**src/rtl/bus_arbiter.sv**
```systemverilog
// Shares one single-port memory bus between the IF fetch port and the MEM data port.
// Data accesses win over fetches; results are latched per requester until the pipeline advances.
module bus_arbiter #(
  parameter int ACK_TIMEOUT = 16
) (
  input  logic        clk,
  input  logic        rst,
  input  logic [5:0]  stall_i,
  input  logic        if_ce_i,
  input  logic [31:0] if_addr_i,
  output logic [31:0] if_data_o,
  input  logic        mem_ce_i,
  input  logic        mem_we_i,
  input  logic [3:0]  mem_sel_i,
  input  logic [31:0] mem_addr_i,
  input  logic [31:0] mem_data_i,
  output logic [31:0] mem_data_o,
  output logic        stallreq_if_o,
  output logic        stallreq_mem_o,
  output logic        bus_stb_o,
  output logic        bus_we_o,
  output logic [3:0]  bus_sel_o,
  output logic [31:0] bus_addr_o,
  output logic [31:0] bus_data_o,
  input  logic [31:0] bus_data_i,
  input  logic        bus_ack_i,
  output logic        bus_err_o
);

  typedef enum logic [1:0] {IDLE, DATA_BUSY, INST_BUSY} state_t;

  localparam logic [7:0] LP_LAST = 8'(ACK_TIMEOUT - 1);

  state_t      r_state, w_state_next;
  logic        r_if_done, r_mem_done, w_if_done_next, w_mem_done_next;
  logic [7:0]  r_wait_cnt, w_wait_cnt_next;
  logic [31:0] r_if_data, r_mem_data, w_if_data_next, w_mem_data_next;
  logic        r_stb, r_we, r_err, w_stb_next, w_we_next, w_err_next;
  logic [3:0]  r_sel, w_sel_next;
  logic [31:0] r_addr, r_wdata, w_addr_next, w_wdata_next;
  logic        w_unused_stall;

  assign w_unused_stall = ^{stall_i[5], stall_i[3:2], stall_i[0]};

  always_ff @(posedge clk or posedge rst) begin
    if (rst) begin
      r_state    <= IDLE;
      r_if_done  <= 1'b0;
      r_mem_done <= 1'b0;
      r_wait_cnt <= 8'd0;
      r_if_data  <= 32'd0;
      r_mem_data <= 32'd0;
      r_stb      <= 1'b0;
      r_we       <= 1'b0;
      r_err      <= 1'b0;
      r_sel      <= 4'd0;
      r_addr     <= 32'd0;
      r_wdata    <= 32'd0;
    end else begin
      r_state    <= w_state_next;
      r_if_done  <= w_if_done_next;
      r_mem_done <= w_mem_done_next;
      r_wait_cnt <= w_wait_cnt_next;
      r_if_data  <= w_if_data_next;
      r_mem_data <= w_mem_data_next;
      r_stb      <= w_stb_next;
      r_we       <= w_we_next;
      r_err      <= w_err_next;
      r_sel      <= w_sel_next;
      r_addr     <= w_addr_next;
      r_wdata    <= w_wdata_next;
    end
  end

  // Done flags clear when the owning stage advances; a completion in the same cycle wins.
  always_comb begin
    w_state_next    = r_state;
    w_if_done_next  = r_if_done & stall_i[1];
    w_mem_done_next = r_mem_done & stall_i[4];
    w_wait_cnt_next = r_wait_cnt;
    w_if_data_next  = r_if_data;
    w_mem_data_next = r_mem_data;
    w_stb_next      = r_stb;
    w_we_next       = r_we;
    w_err_next      = 1'b0;
    w_sel_next      = r_sel;
    w_addr_next     = r_addr;
    w_wdata_next    = r_wdata;
    case (r_state)
      IDLE: begin
        w_stb_next = 1'b0;
        if (mem_ce_i && !r_mem_done) begin
          w_state_next    = DATA_BUSY;
          w_stb_next      = 1'b1;
          w_we_next       = mem_we_i;
          w_sel_next      = mem_sel_i;
          w_addr_next     = mem_addr_i;
          w_wdata_next    = mem_data_i;
          w_wait_cnt_next = 8'd0;
        end else if (if_ce_i && !r_if_done) begin
          w_state_next    = INST_BUSY;
          w_stb_next      = 1'b1;
          w_we_next       = 1'b0;
          w_sel_next      = 4'hF;
          w_addr_next     = if_addr_i;
          w_wait_cnt_next = 8'd0;
        end
      end
      DATA_BUSY, INST_BUSY: begin
        // An ack on the last allowed cycle still counts as a normal completion.
        if (bus_ack_i || r_wait_cnt == LP_LAST) begin
          w_state_next = IDLE;
          w_stb_next   = 1'b0;
          w_err_next   = ~bus_ack_i;
          if (r_state == DATA_BUSY) begin
            w_mem_done_next = 1'b1;
            if (!bus_ack_i)
              w_mem_data_next = 32'd0;
            else if (!r_we)
              w_mem_data_next = bus_data_i;
          end else begin
            w_if_done_next = 1'b1;
            w_if_data_next = bus_ack_i ? bus_data_i : 32'd0;
          end
        end else begin
          w_wait_cnt_next = r_wait_cnt + 8'd1;
        end
      end
      default: w_state_next = IDLE;
    endcase
  end

  assign stallreq_if_o  = if_ce_i & ~r_if_done & ~rst;
  assign stallreq_mem_o = mem_ce_i & ~r_mem_done & ~rst;
  assign if_data_o      = r_if_data;
  assign mem_data_o     = r_mem_data;
  assign bus_stb_o      = r_stb;
  assign bus_we_o       = r_we;
  assign bus_sel_o      = r_sel;
  assign bus_addr_o     = r_addr;
  assign bus_data_o     = r_wdata;
  assign bus_err_o      = r_err;

endmodule

```
**config.mk**
```make
export PLATFORM = sky130hd
export DESIGN_NAME = bus_arbiter
export DESIGN_NICKNAME = d
export VERILOG_FILES = /design/src/rtl/bus_arbiter.sv
export SDC_FILE = /design/constraint.sdc
export NUM_CORES = 1
export LEC_CHECK = 0
export CAP_MARGIN = 5
export CORE_MARGIN = 5
export CORE_UTILIZATION = 42
export CTS_BUF_LIST = sky130_fd_sc_hd__clkbuf_8
export DETAILED_ROUTE_END_ITERATION = 10
export PLACE_DENSITY_LB_ADDON = 0.12
export SYNTH_ARGS = -nofsm -noshare
export SYNTH_HDL_FRONTEND = slang
export SYNTH_SLANG_ARGS = --single-unit
```
**constraint.sdc**
```tcl
create_clock -name clk -period 5.3 [get_ports clk]
set_input_delay 0.53 -clock clk [delete_from_list [all_inputs] [get_ports clk]]
set_output_delay 0.53 -clock clk [all_outputs]
set_load 0.005 [all_outputs]
```
==> impl_metrics.tcl <==
set metrics [dict create \
    holdBufCountCts 0 \
    synth_warnings 0 \
    clock_path_buffers 2 \
    hpwl_microns 13000 \
    r2r_end "if_data_o[16]$_DFFE_PP0P_" \
    place.port_buffers 276 \
    reg2reg_from "r_wait_cnt[4]$_DFFE_PP0P_" \
    crit_arrival_ns 2.02 \
    cts-resized-gates 0 \
    drtPass1Iterations 4 \
    root_buffer "clkbuf_8" \
    drc 0 \
    path_clk_slew_ns 0.09 \
    cts_tree "done" \
    synth_fp_nets 631 \
    cp.required_ns 4.77 \
    postRouteAntennaNets 0 \
    area_growth_syn_to_layout_pct 57.4 \
    routed_wl_microns 18000 \
    overflow 0 \
    post-route-util 0.669 \
    status "finished, final reports clean" \
    r2r_slack_ns 2.86 \
    antenna_found_initial 0 \
    p_leak_nw 3.97 \
    period_needed_ns 2.55 \
    start_util 0.425 \
    grt_pass1_wl_microns 27900 \
    hold_class "flip-flop to flip-flop" \
    cp_max_fo 36 \
    synthArstFlopShare 1.00 \
    grt_pass1_vias 5096 \
    gp_congestion 0.785 \
    power.density_nw_per_um2 573 \
    numCtsBuffers 17 \
    yosysMostFrequentCell "dfrtp_1" \
    worst-setup-path-type "input pin to output port" \
    synth.area.top_cells "dfrtp_1 (63%), a22o_1 (9.6%), mux2_2 (6.2%), a31oi_1 (4.7%), nand2_1 (4.7%)" \
    synth.top_cell.area_share 0.631 \
    min_to "r_if_done$_DFF_PP0_" \
    setup_viol 0 \
    setup-tns-final_ns 0 \
    die_h_microns 128 \
    vias 4935 \
    ys_seq_area_frac 0.631 \
    syn_area_sq_um 5830 \
    clock_latency_ns 0.45 \
    wl_per_cell_microns 19.1 \
    post_cts_buffers 0 \
    worstSetupStartpointType "input pin" \
    num_io_pins 281 \
    num_rows 43 \
    min_period_over_period 0.482 \
    die_area_sq_um 16300 \
    fmax_mhz 392 \
    yosysTopAreaCell "dfrtp_1" \
    skew_ns 0.0124 \
    synth_cell_types 35 \
    r2r_cells 4 \
    drv_cap 0 \
    clock-sinks 147 \
    yosys-top-cells-count "dfrtp_1 (147), nand2_1 (73), a22o_1 (64)" \
    vias_per_cell 5.23 \
    end_kind "output port" \
    drtIter0Drc 278 \
    synth-edff-count 0 \
    drive_above_1_share 0.102 \
    track_usage 0.220 \
    grt_setup_unrepaired "false" \
    holdCritStartpoint "r_if_done$_DFF_PP0_" \
    ys_ff_latch 147 \
    irDropWorstVdd_v 0.000263 \
    worst_slew_pin_slew_ns 1.01 \
    antenna_cells 0 \
    core_area_sq_um 13700 \
    relSlewSlack 0.327 \
    die_x_microns 128 \
    slew_violations 0 \
    avgSynthCellArea_sq_um 12.1 \
    ys.flop_type "dfrtp_1" \
    hold_depth 2 \
    final_nets 898 \
    cts-htree-levels 4 \
    grt_max_degree 115 \
    netlist_instances 483 \
    hold_viol_final 0 \
]
[worst max-delay path: stages]
cell             delay, ns
clkdlybuf4s50_1       0.47
nand2b_1              0.10
buf_4                 0.27
nor2_1                0.13
clkdlybuf4s50_1       0.51
[sequential cells by signal (all words and copies together) (netlist names)]
name        flops
bus_err_o       1
r_state         2
r_mem_done      1
r_if_done       1
bus_sel_o       4
mem_data_o     32
bus_we_o        1
bus_stb_o       1
r_wait_cnt      8
if_data_o      32
bus_addr_o     32
bus_data_o     32
[power breakdown]
| part | switching (mW) | internal [mW] |
|---|---|---|
| combinational | 0.934 | 1.44 |
| clock | 0.427 | 0.524 |
| sequential | 0.285 | 1.64 |
[cells in the final DEF (no fill, tap or decap), types with 2 or more instances in the layout]
master | synthesis | layout
a21oi_1 | 2 | 2
a22o_1 | 64 | 64
a31oi_1 | 44 | 44
a32o_1 | 2 | 2
and3_1 | 6 | 6
buf_4 | 1 | 8
bufinv_16 | 0 | 4
clkbuf_8 | 0 | 18
clkdlybuf4s50_1 | 0 | 276
clkinv_2 | 0 | 4
clkinv_4 | 0 | 3
dfrtp_1 | 147 | 147
ha_1 | 4 | 4
inv_1 | 4 | 4
inv_6 | 0 | 2
mux2_2 | 32 | 32
mux2i_1 | 2 | 2
nand2_1 | 73 | 73
nand2b_1 | 8 | 8
nand3_1 | 2 | 2
nor2_1 | 34 | 34
nor2b_1 | 3 | 2
nor3_1 | 2 | 2
o22a_1 | 4 | 4
o22ai_1 | 2 | 2
[metrics by stage]
stage	instance area [sq um]	std cells	setup slack [ns]	total power [mW]	hold slack [ns]
finish	9180	943	2.75	5.25	0.481
global route	9180	943	2.66	5.58	0.506
CTS	9180	943	2.73	5.32	0.482
detailed placement	8740	911	2.66	4.35	0.458
global placement	8740	911	2.71	4.27	0.451
floorplan	5830	483	0.819	2.94	0.436
[area by class of cell]
| type | instances | area, sq um |
|---|---|---|
| clock buffer | 18 | 248 |
| multi-input combinational | 296 | 1990 |
| fill | 1070 | 4540 |
| clock inverter | 14 | 186 |
| sequential | 147 | 3680 |
| tap | 180 | 225 |
| inverter | 4 | 20.0 |
| timing repair buffer | 284 | 2820 |
[worst max path at each step]
stage / cells past startpoint / to / start
2_1_floorplan: 1 / bus_addr_o[0]$_DFFE_PP0P_ / rst
3_3_place_gp: 6 / bus_addr_o[22]$_DFFE_PP0P_ / if_ce_i
3_5_place_dp: 6 / bus_addr_o[4]$_DFFE_PP0P_ / if_ce_i
4_1_cts: 5 / stallreq_mem_o / mem_ce_i
5_1_grt: 5 / stallreq_mem_o / mem_ce_i
6_report: 5 / stallreq_mem_o / mem_ce_i
[kinds of logic after synthesis]
| kind of cell | synth area share |
|---|---|
| AOI/OAI and AO/OA | 0.166 |
| adders and majority gates | 0.00859 |
| buffers and inverters | 0.0298 |
| DFF | 0.631 |
| muxes | 0.0653 |
| and+or+nand+nor | 0.0994 |
[layer usage]
metal	wire length (microns)	GRT usage
met2	9050	0.373
met4	599	0.0974
met1	6920	0.258
met5	0	0
met3	1410	0.0663
(Power assumes the default switching activity.)
